File: config.mk
export PLATFORM = sky130hd
export DESIGN_NAME = csa_final_adder
export DESIGN_NICKNAME = d
export VERILOG_FILES = /design/src/rtl/csa_final_adder_pkg.sv /design/src/rtl/csa_final_adder_cpa_chunk_adder.sv /design/src/rtl/csa_final_adder.sv
export SDC_FILE = /design/constraint.sdc
export NUM_CORES = 1
export LEC_CHECK = 0
export CELL_PAD_IN_SITES_DETAIL_PLACEMENT = 0
export CELL_PAD_IN_SITES_GLOBAL_PLACEMENT = 1
export CORE_UTILIZATION = 30
export CTS_CLUSTER_SIZE = 24
export DETAILED_ROUTE_END_ITERATION = 8
export PLACE_DENSITY = 0.76
export SYNTH_ARGS = -nofsm -noshare
export SYNTH_HDL_FRONTEND = slang
export SYNTH_SLANG_ARGS = --single-unit
File: constraint.sdc
create_clock -name clk -period 6.5 [get_ports clk]
set_input_delay 1.3 -clock clk [delete_from_list [all_inputs] [get_ports clk]]
set_output_delay 1.3 -clock clk [all_outputs]
set_load 0.005 [all_outputs]
File: src/rtl/csa_final_adder_pkg.sv
// Shared constants and FSM encoding for the iterative carry-propagate final adder.
package csa_pkg;

  localparam int CSA_WIDTH  = 128;
  localparam int CSA_CHUNK  = 32;
  localparam int CSA_NCHUNK = CSA_WIDTH / CSA_CHUNK;
  localparam int CSA_IDX_W  = $clog2(CSA_NCHUNK);

  typedef logic [1:0] state_t;

  localparam state_t ST_IDLE = 2'd0;
  localparam state_t ST_ADD  = 2'd1;
  localparam state_t ST_DONE = 2'd2;

  // Index width that stays legal when there is only a single chunk.
  function automatic int idx_width(input int nchunk);
    return (nchunk > 1) ? $clog2(nchunk) : 1;
  endfunction

endpackage

File: src/rtl/csa_final_adder_cpa_chunk_adder.sv
// Combinational CHUNK-bit adder with carry in/out, shared across all chunk iterations.
module cpa_chunk_adder #(
  parameter int CHUNK = 32
) (
  input  logic [CHUNK-1:0] a,
  input  logic [CHUNK-1:0] b,
  input  logic             cin,
  output logic [CHUNK-1:0] s,
  output logic             cout
);

  logic [CHUNK:0] total;

  always_comb begin
    total = {1'b0, a} + {1'b0, b} + {{CHUNK{1'b0}}, cin};
    s     = total[CHUNK-1:0];
    cout  = total[CHUNK];
  end

endmodule

File: src/rtl/csa_final_adder.sv
// Resolves the CSA (sum, carry) pair into a binary result, one CHUNK per cycle.
// Optional early termination on all-zero upper bits: define CSA_FINAL_ADD_EARLY_EXIT_EN.
module csa_final_adder
  import csa_pkg::*;
#(
  parameter int WIDTH = CSA_WIDTH,
  parameter int CHUNK = CSA_CHUNK
) (
  input  logic             clk,
  input  logic             rst,
  input  logic             in_valid,
  output logic             in_ready,
  input  logic [WIDTH-1:0] sum_vec,
  input  logic [WIDTH-1:0] carry_vec,
  output logic             out_valid,
  input  logic             out_ready,
  output logic [WIDTH-1:0] result,
  output logic             cout,
  output logic             busy
);

  localparam int NCHUNK = WIDTH / CHUNK;
  localparam int IDX_W  = idx_width(NCHUNK);

  if (WIDTH % CHUNK != 0) begin : g_bad_chunk
    $error("csa_final_adder: WIDTH must be a multiple of CHUNK");
  end

  state_t           state_q,  state_d;
  logic [IDX_W-1:0] idx_q,    idx_d;
  logic             carry_q,  carry_d;
  logic [WIDTH-1:0] a_q,      a_d;
  logic [WIDTH-1:0] b_q,      b_d;
  logic [WIDTH-1:0] result_q, result_d;
  logic             cout_q,   cout_d;

  int               chunk_base;
  logic [CHUNK-1:0] chunk_a;
  logic [CHUNK-1:0] chunk_b;
  logic [CHUNK-1:0] chunk_s;
  logic             chunk_c;
  logic             last_chunk;

  always_comb begin
    chunk_base = int'(idx_q) * CHUNK;
    chunk_a    = a_q[chunk_base +: CHUNK];
    chunk_b    = b_q[chunk_base +: CHUNK];
    last_chunk = (idx_q == IDX_W'(NCHUNK - 1));
  end

  cpa_chunk_adder #(
    .CHUNK (CHUNK)
  ) u_chunk_adder (
    .a    (chunk_a),
    .b    (chunk_b),
    .cin  (carry_q),
    .s    (chunk_s),
    .cout (chunk_c)
  );

`ifdef CSA_FINAL_ADD_EARLY_EXIT_EN
  logic [WIDTH-1:0] upper_bits;
  logic             upper_zero;

  // Bits above the chunk being added this cycle; a shift past WIDTH yields zero.
  always_comb begin
    upper_bits = (a_q | b_q) >> ((int'(idx_q) + 1) * CHUNK);
    upper_zero = (upper_bits == '0);
  end
`endif

  always_comb begin
    state_d  = state_q;
    idx_d    = idx_q;
    carry_d  = carry_q;
    a_d      = a_q;
    b_d      = b_q;
    result_d = result_q;
    cout_d   = cout_q;

    case (state_q)
      ST_IDLE: begin
        if (in_valid) begin
          a_d     = sum_vec;
          b_d     = carry_vec;
          carry_d = 1'b0;
          idx_d   = '0;
          state_d = ST_ADD;
        end
      end

      ST_ADD: begin
        result_d[chunk_base +: CHUNK] = chunk_s;
        carry_d = chunk_c;
        idx_d   = idx_q + IDX_W'(1);
        if (last_chunk) begin
          cout_d  = chunk_c;
          idx_d   = '0;
          state_d = ST_DONE;
        end
`ifdef CSA_FINAL_ADD_EARLY_EXIT_EN
        else if (!chunk_c && upper_zero) begin
          for (int j = 0; j < NCHUNK; j++) begin
            if (j > int'(idx_q)) begin
              result_d[j*CHUNK +: CHUNK] = '0;
            end
          end
          cout_d  = 1'b0;
          idx_d   = '0;
          state_d = ST_DONE;
        end
`endif
      end

      ST_DONE: begin
        if (out_ready) begin
          state_d = ST_IDLE;
        end
      end

      default: begin
        state_d = ST_IDLE;
      end
    endcase
  end

  always_ff @(posedge clk) begin
    if (rst) begin
      state_q  <= ST_IDLE;
      idx_q    <= '0;
      carry_q  <= 1'b0;
      result_q <= '0;
      cout_q   <= 1'b0;
    end else begin
      state_q  <= state_d;
      idx_q    <= idx_d;
      carry_q  <= carry_d;
      result_q <= result_d;
      cout_q   <= cout_d;
    end
  end

  // Operand latches are only meaningful once accepted, so they carry no reset.
  always_ff @(posedge clk) begin
    a_q <= a_d;
    b_q <= b_d;
  end

  assign in_ready  = (state_q == ST_IDLE);
  assign out_valid = (state_q == ST_DONE);
  assign busy      = (state_q == ST_ADD);
  assign result    = result_q;
  assign cout      = cout_q;

endmodule

==> impl_metrics.tcl, run 1 <==
set metrics [dict create \
    power.density_nw_per_um2 287 \
    ys.flop_type "edfxtp_1" \
    setup_tns_ps 0 \
    r2r_cells 9 \
    cts_sinks 390 \
    io_pins 392 \
    whs_endpoint "result[19]" \
    ys_top_cells_by_area "edfxtp_1, dfxtp_1, mux4_2" \
    combPwrFrac_pct 17.6 \
    route.detailed.drc 0 \
    setup_viol 0 \
    antenna_left 0 \
    async_reset_ff_share_pct 0 \
    maxCapViolations 0 \
    ys_warn_count 0 \
    path_buf_inv 0 \
    cp_max_fo 69 \
    synth-compound-area-share_pct 12.1 \
    viasPerCell 4.91 \
    area_growth_pct 37.6 \
    syn_area_per_cell_um2 15.3 \
    grt_usage_pct 17.4 \
    cts.clk_slew.worst_paths_ps 60 \
    die_y_um 230 \
    synth-simple-area-share_pct 5.54 \
    final_nets 1716 \
    hp-start "result[19]" \
    dp_slack_ps 1780 \
    drive_gt1_share_pct 11.0 \
    startpoint_type "flip-flop" \
    holdPathStages 2 \
    path_cells "mux4_2, fa_1, fa_1, a211oi_1, o21ai_1, a31oi_1, o31ai_4, a311oi_1, a22o_1" \
    fmax_ghz 0.213 \
    cts_root_buf "clkbuf_16" \
    syn_nets 1320 \
    synthMuxAreaShare_pct 9.40 \
    yosysTopAreaCellShare_pct 49.1 \
    dieWidth_um 230 \
    htreeDepth 2 \
    start_util_pct 30.5 \
    synthXorXnorAreaFrac_pct 1.23 \
    p_leak_nw 7.34 \
    drv_slew 0 \
    cts_tree "yes" \
    r2r-start "idx_q[1]" \
    routed_wl_um 46700 \
    pwr-share-clk_pct 36.4 \
    cts_hold_buf 0 \
    num_rows 83 \
    sequentialPowerShare_pct 46.0 \
    grt_pass1_vias 10800 \
    synth-edff-count 256 \
    fill_cells 4663 \
    yosysSeqAreaShare_pct 66.2 \
    crit_type "flip-flop to flip-flop" \
    place_congestion 0.871 \
    multiInputGateArea_um2 4960 \
    startpoint "idx_q[1]" \
    dpl_cell_area_um2 20300 \
    hold_viol 0 \
    grt_pass1_wl_um 68200 \
    ys_types 63 \
    synth_most_common_cell "edfxtp_1" \
    antenna_found_initial 1 \
    finClkSkew_ps 19.2 \
    synth_top_family_by_area "compound AO/OA/AOI/OAI gates" \
    status "completed" \
    post-dp-hpwl_um 35600 \
    synth_top_area_cell "edfxtp_1" \
    postSynthCellCount 1021 \
    cp_common_cell "fa_1" \
    drtIter0Drc 623 \
    min_path_type "flip-flop to flip-flop" \
    vdd_drop_max_mv 0.170 \
    rsz0062_at_grt "no" \
    grt_max_degree 135 \
    finalPower_mw 6.19 \
    cts.path.max_buffers 3 \
    portBuffers 391 \
    relSlewSlack_pct 18.5 \
    ys_ff_latch 390 \
    dieArea_um2 53100 \
    final_cell_area_um2 21600 \
    synth_area_um2 15700 \
    p_switching_mw 1.65 \
    crit_family "compound AO/OA/AOI/OAI gates" \
    ctsResizeCount 0 \
    cp_slowest_cell "dfxtp_4" \
    internal_power_mw 4.54 \
    switching_share_pct 26.6 \
    synth-adder-area-share_pct 3.21 \
    postCtsSetupBuffers 0 \
    num_vias 10400 \
    finalCriticalPeriod_ps 4690 \
    worstSkewPairLatency_ps 560 \
    critPathArrivalTime_ps 5190 \
    reg2reg_to "result[88]" \
    synth_commonest_cells "edfxtp_1, dfxtp_1, nor2_1" \
    regArea_um2 10400 \
    max_stage_delay_ps 990 \
    cp.required_ps 7000 \
    rrSetupSlack_ps 1810 \
    cp.depth 9 \
    layout_setup_ws_ps 1810 \
    firstDrtPassIters 5 \
    core_area_um2 51400 \
    cts-buffers-inserted 43 \
    crit_path_end_kind "flip-flop" \
    wl_per_cell_um 22.0 \
    grt-ovfl-total 0 \
    finalCritPeriodShare_pct 72.2 \
    tightest_slew_ps 1220 \
]
## registers in the layout, indices dropped and copies added (netlist names)
signal and flops:
a_q 128, result 128, cout 1, carry_q 1
idx_q 2, state_q 2, b_q 128
## through the flow
step / util (%) / hold WS (ps) / instances
global route: 41.9 / 491 / 2127
floorplan: - / 446 / 1021
finish: 41.9 / 457 / 2128
detailed placement: 39.4 / 448 / 2052
global placement: 39.4 / 444 / 2052
CTS: 41.9 / 461 / 2127
## kinds of logic (layout without fill, tap and decap cells)
family / Yosys count / in the layout
fa+ha+maj: 39 / 39
compound gates: 260 / 260
mux: 67 / 67
xor+xnor: 22 / 22
other cells: 0 / 1
simple gates: 180 / 180
flops: 390 / 390
buf+inv: 63 / 489
## layout make-up
type / count / area share [%]
clock buffer: 60 / 5.60
tap: 680 / 3.95
clock inverter: 15 / 0.435
antenna: 1 / 0.0116
multi-input combinational: 568 / 23.0
sequential: 390 / 48.1
timing repair buffer: 402 / 18.6
inverter: 12 / 0.226
## cells in the final DEF (no fill, tap or decap), drive strengths merged, types with 3 or more instances in the layout
cell,count
clkdlybuf4s50,390
edfxtp,256
dfxtp,134
nor2,85
mux4,64
a22o,64
a22oi,60
clkbuf,60
o21ai,41
a21oi,40
ha,37
nand2,34
xnor2,15
nand2b,14
nand3,14
buf,12
inv,11
a21o,10
clkinv,10
nor3,8
nand4,7
xor2,7
a31oi,7
clkinvlp,6
a211oi,6
o21a,5
o31ai,5
o21bai,4
a21boi,4
nor2b,3
and2,3
mux2i,3
and3,3
a311oi,3
## routing by layer
metal | wire [um] | GRT usage (%)
met1 | 19900 | 22.3
met4 | 1470 | 7.00
met2 | 22700 | 29.0
met3 | 2700 | 3.04
met5 | 0 | 0
## worst max-delay path by stage
stage,slack [ps],end
2_1_floorplan,810,a_q[0]
3_3_place_gp,1860,result[88]
3_5_place_dp,1780,result[120]
4_1_cts,1750,result[88]
5_1_grt,1550,result[56]
6_report,1810,result[88]
## worst register-to-register path: cells and delay by family, from the launching register on
family,cells,cell delay [ps]
multiplexers,1,640
flip-flops,1,990
AO/OA/AOI/OAI,6,2100
adder cells (fa/ha/maj),2,900
## power by group through the flow
| stage | clock, mW | combinational (mW) | sequential [mW] |
|---|---|---|---|
| final | 2.25 | 1.09 | 2.85 |
| after CTS | 2.32 | 1.10 | 2.85 |
| after floorplan | 0 | 0.619 | 2.89 |
| after detailed placement | 0 | 1.09 | 2.91 |
| after global placement | 0 | 1.08 | 2.90 |
| after global routing | 2.42 | 1.17 | 2.86 |
Note: power is estimated with default switching activity, not from simulation.
==> inputs of run 2 (changes only) <==
clock period = 4.2 ns   (was 6.5 ns; I/O delays follow)
==> impl_metrics.tcl, run 2 (synthesis gave the netlist of run 1 again) <==
set metrics [dict create \
    dieWidth_um 230 \
    finClkSkew_ps 18.1 \
    post-dp-hpwl_um 35000 \
    final_common_cell "clkdlybuf4s50_1" \
    antenna_left 0 \
    portBuffers 391 \
    cts.path.max_buffers 3 \
    hold_viol 0 \
    layout.cells.most_common_list "clkdlybuf4s50_1, edfxtp_1, dfxtp_1, nor2_1" \
    combPwrFrac_pct 17.5 \
    num_vias 10600 \
    setup_tns_ps 0 \
    cts_tree "yes" \
    fmax_ghz 0.254 \
    hp-start "result[83]" \
    startpoint "idx_q[0]" \
    antenna_found_initial 4 \
    cts_root_buf "clkbuf_16" \
    setup_viol 0 \
    cp.required_ps 4700 \
    drive_gt1_share_pct 12.6 \
    sequentialPowerShare_pct 43.9 \
    start_util_pct 30.5 \
    switching_share_pct 26.4 \
    cp_max_fo 44 \
    worstSkewPairLatency_ps 560 \
    wl_per_cell_um 21.4 \
    fill_cells 4620 \
    internal_power_mw 7.35 \
    final_nets 1729 \
    cts-buffers-inserted 43 \
    rsz0062_at_grt "no" \
    power.density_nw_per_um2 457 \
    path_cells "buf_12, mux4_2, ha_1, o2111ai_1, nor2_1, nand4_1, a31oi_1, o21ai_0, xnor2_1, a22o_1" \
    r2r-start "idx_q[0]" \
    grt_max_degree 63 \
    p_switching_mw 2.63 \
    core_area_um2 51400 \
    min_path_type "flip-flop to flip-flop" \
    max_stage_delay_ps 630 \
    finalCritPeriodShare_pct 93.8 \
    grt_usage_pct 17.0 \
    tightest_slew_ps 1240 \
    cts.clk_slew.worst_paths_ps 60 \
    area_growth_pct 39.6 \
    cts_hold_buf 0 \
    grt_pass1_wl_um 67100 \
    place_congestion 0.846 \
    critPathArrivalTime_ps 4440 \
    drv_slew 0 \
    startpoint_type "flip-flop" \
    route.detailed.drc 0 \
    grt-ovfl-total 0 \
    routed_wl_um 46000 \
    crit_path_end_kind "flip-flop" \
    viasPerCell 4.92 \
    die_y_um 230 \
    p_leak_nw 7.51 \
    maxCapViolations 0 \
    status "completed" \
    vdd_drop_max_mv 0.250 \
    finalCriticalPeriod_ps 3940 \
    hold-worst-slack_ps 457 \
    htreeDepth 2 \
    relSlewSlack_pct 17.3 \
    crit_type "flip-flop to flip-flop" \
    pwr-share-clk_pct 38.6 \
    dieArea_um2 53100 \
    cp_slowest_cell "xnor2_1" \
    path_buf_inv 1 \
    io_pins 392 \
    crit_family "compound AO/OA/AOI/OAI gates" \
    firstDrtPassIters 5 \
    num_rows 83 \
    cts_sinks 390 \
    grt_pass1_vias 10800 \
    drtIter0Drc 701 \
]
[run 2: cell count changes in the layout (fill, tap and decap cells not counted), sizes merged]
cell / delta
clkbuf: -9
buf: +13
clkinvlp: -3
clkinv: +7
inv: +5
bufinv: +5
diode: +1
[run 2: through the flow]
step	instances	total power [mW]	instance area, um2	util (%)	setup WS [ps]
after floorplan	1021	5.43	15700	-	-904
after global placement	2065	6.19	20400	39.7	218
after detailed placement	2065	6.22	20400	39.7	195
after CTS	2145	10.1	21800	42.5	152
after global routing	2147	10.4	21900	42.5	42.4
final	2147	9.98	21900	42.5	260
[run 2: area by class of cell]
class | count | area, um2 | area share (%)
Clock inverter | 29 | 299 | 1.37
Multi-Input combinational cell | 568 | 4980 | 22.8
Clock buffer | 51 | 1160 | 5.30
Tap cell | 680 | 851 | 3.89
Sequential cell | 390 | 10400 | 47.5
Inverter | 12 | 48.8 | 0.223
Timing Repair Buffer | 415 | 4140 | 18.9
Antenna cell | 2 | 5.00 | 0.0229
[run 2: timing repair]
item | in CTS | in global routing
endpoints found under the setup margin | 0 | 4
setup buffers | 0 | 0
gates resized for setup | 0 | 1
[run 2: path summary, 6_finish.rpt]
check | endpoint | slack [ps] | cells past startpoint
max | result[50] | 260 | 10
min | result[83] | 460 | 2
min reg2reg | result[83] | 460 | 2
max reg2reg | result[50] | 260 | 10
[run 2: worst reg2reg max path, stage by stage, from the launching register on]
cell and delay [ps]:
dfxtp_4 500, buf_12 360, mux4_2 640, ha_1 460, o2111ai_1 190, nor2_1 160
nand4_1 190, a31oi_1 350, o21ai_0 170, xnor2_1 630, a22o_1 240
[run 2: per-layer routing]
layer / share of wire [%] / global-route usage [%] / up-vias
met5: 0.026 / 0 / -
met4: 3.1 / 6.95 / 2
met3: 6.4 / 3.24 / 74
met2: 48 / 28.0 / 390
met1: 43 / 22.0 / 5233
li1: - / - / 4860
[run 2: power groups by stage]
| stage | sequential, mW | combinational (mW) | clock (mW) |
|---|---|---|---|
| finish | 4.38 | 1.75 | 3.85 |
| global route | 4.40 | 1.89 | 4.09 |
| CTS | 4.39 | 1.75 | 3.94 |
| detailed placement | 4.47 | 1.75 | 0 |
| global placement | 4.46 | 1.73 | 0 |
| floorplan | 4.47 | 0.960 | 0 |
==> inputs of run 3 (changes only) <==
--- a/constraint.sdc
+++ b/constraint.sdc
@@ -3,2 +3,2 @@
 set_output_delay 0.84 -clock clk [all_outputs]
-set_load 0.005 [all_outputs]
+set_load 0.01 [all_outputs]
==> results of run 3 <==
Same layout as run 2 (identical final DEF). Status: completed.
Main changes from that run: total power 9.98 mW -> 10.0 mW
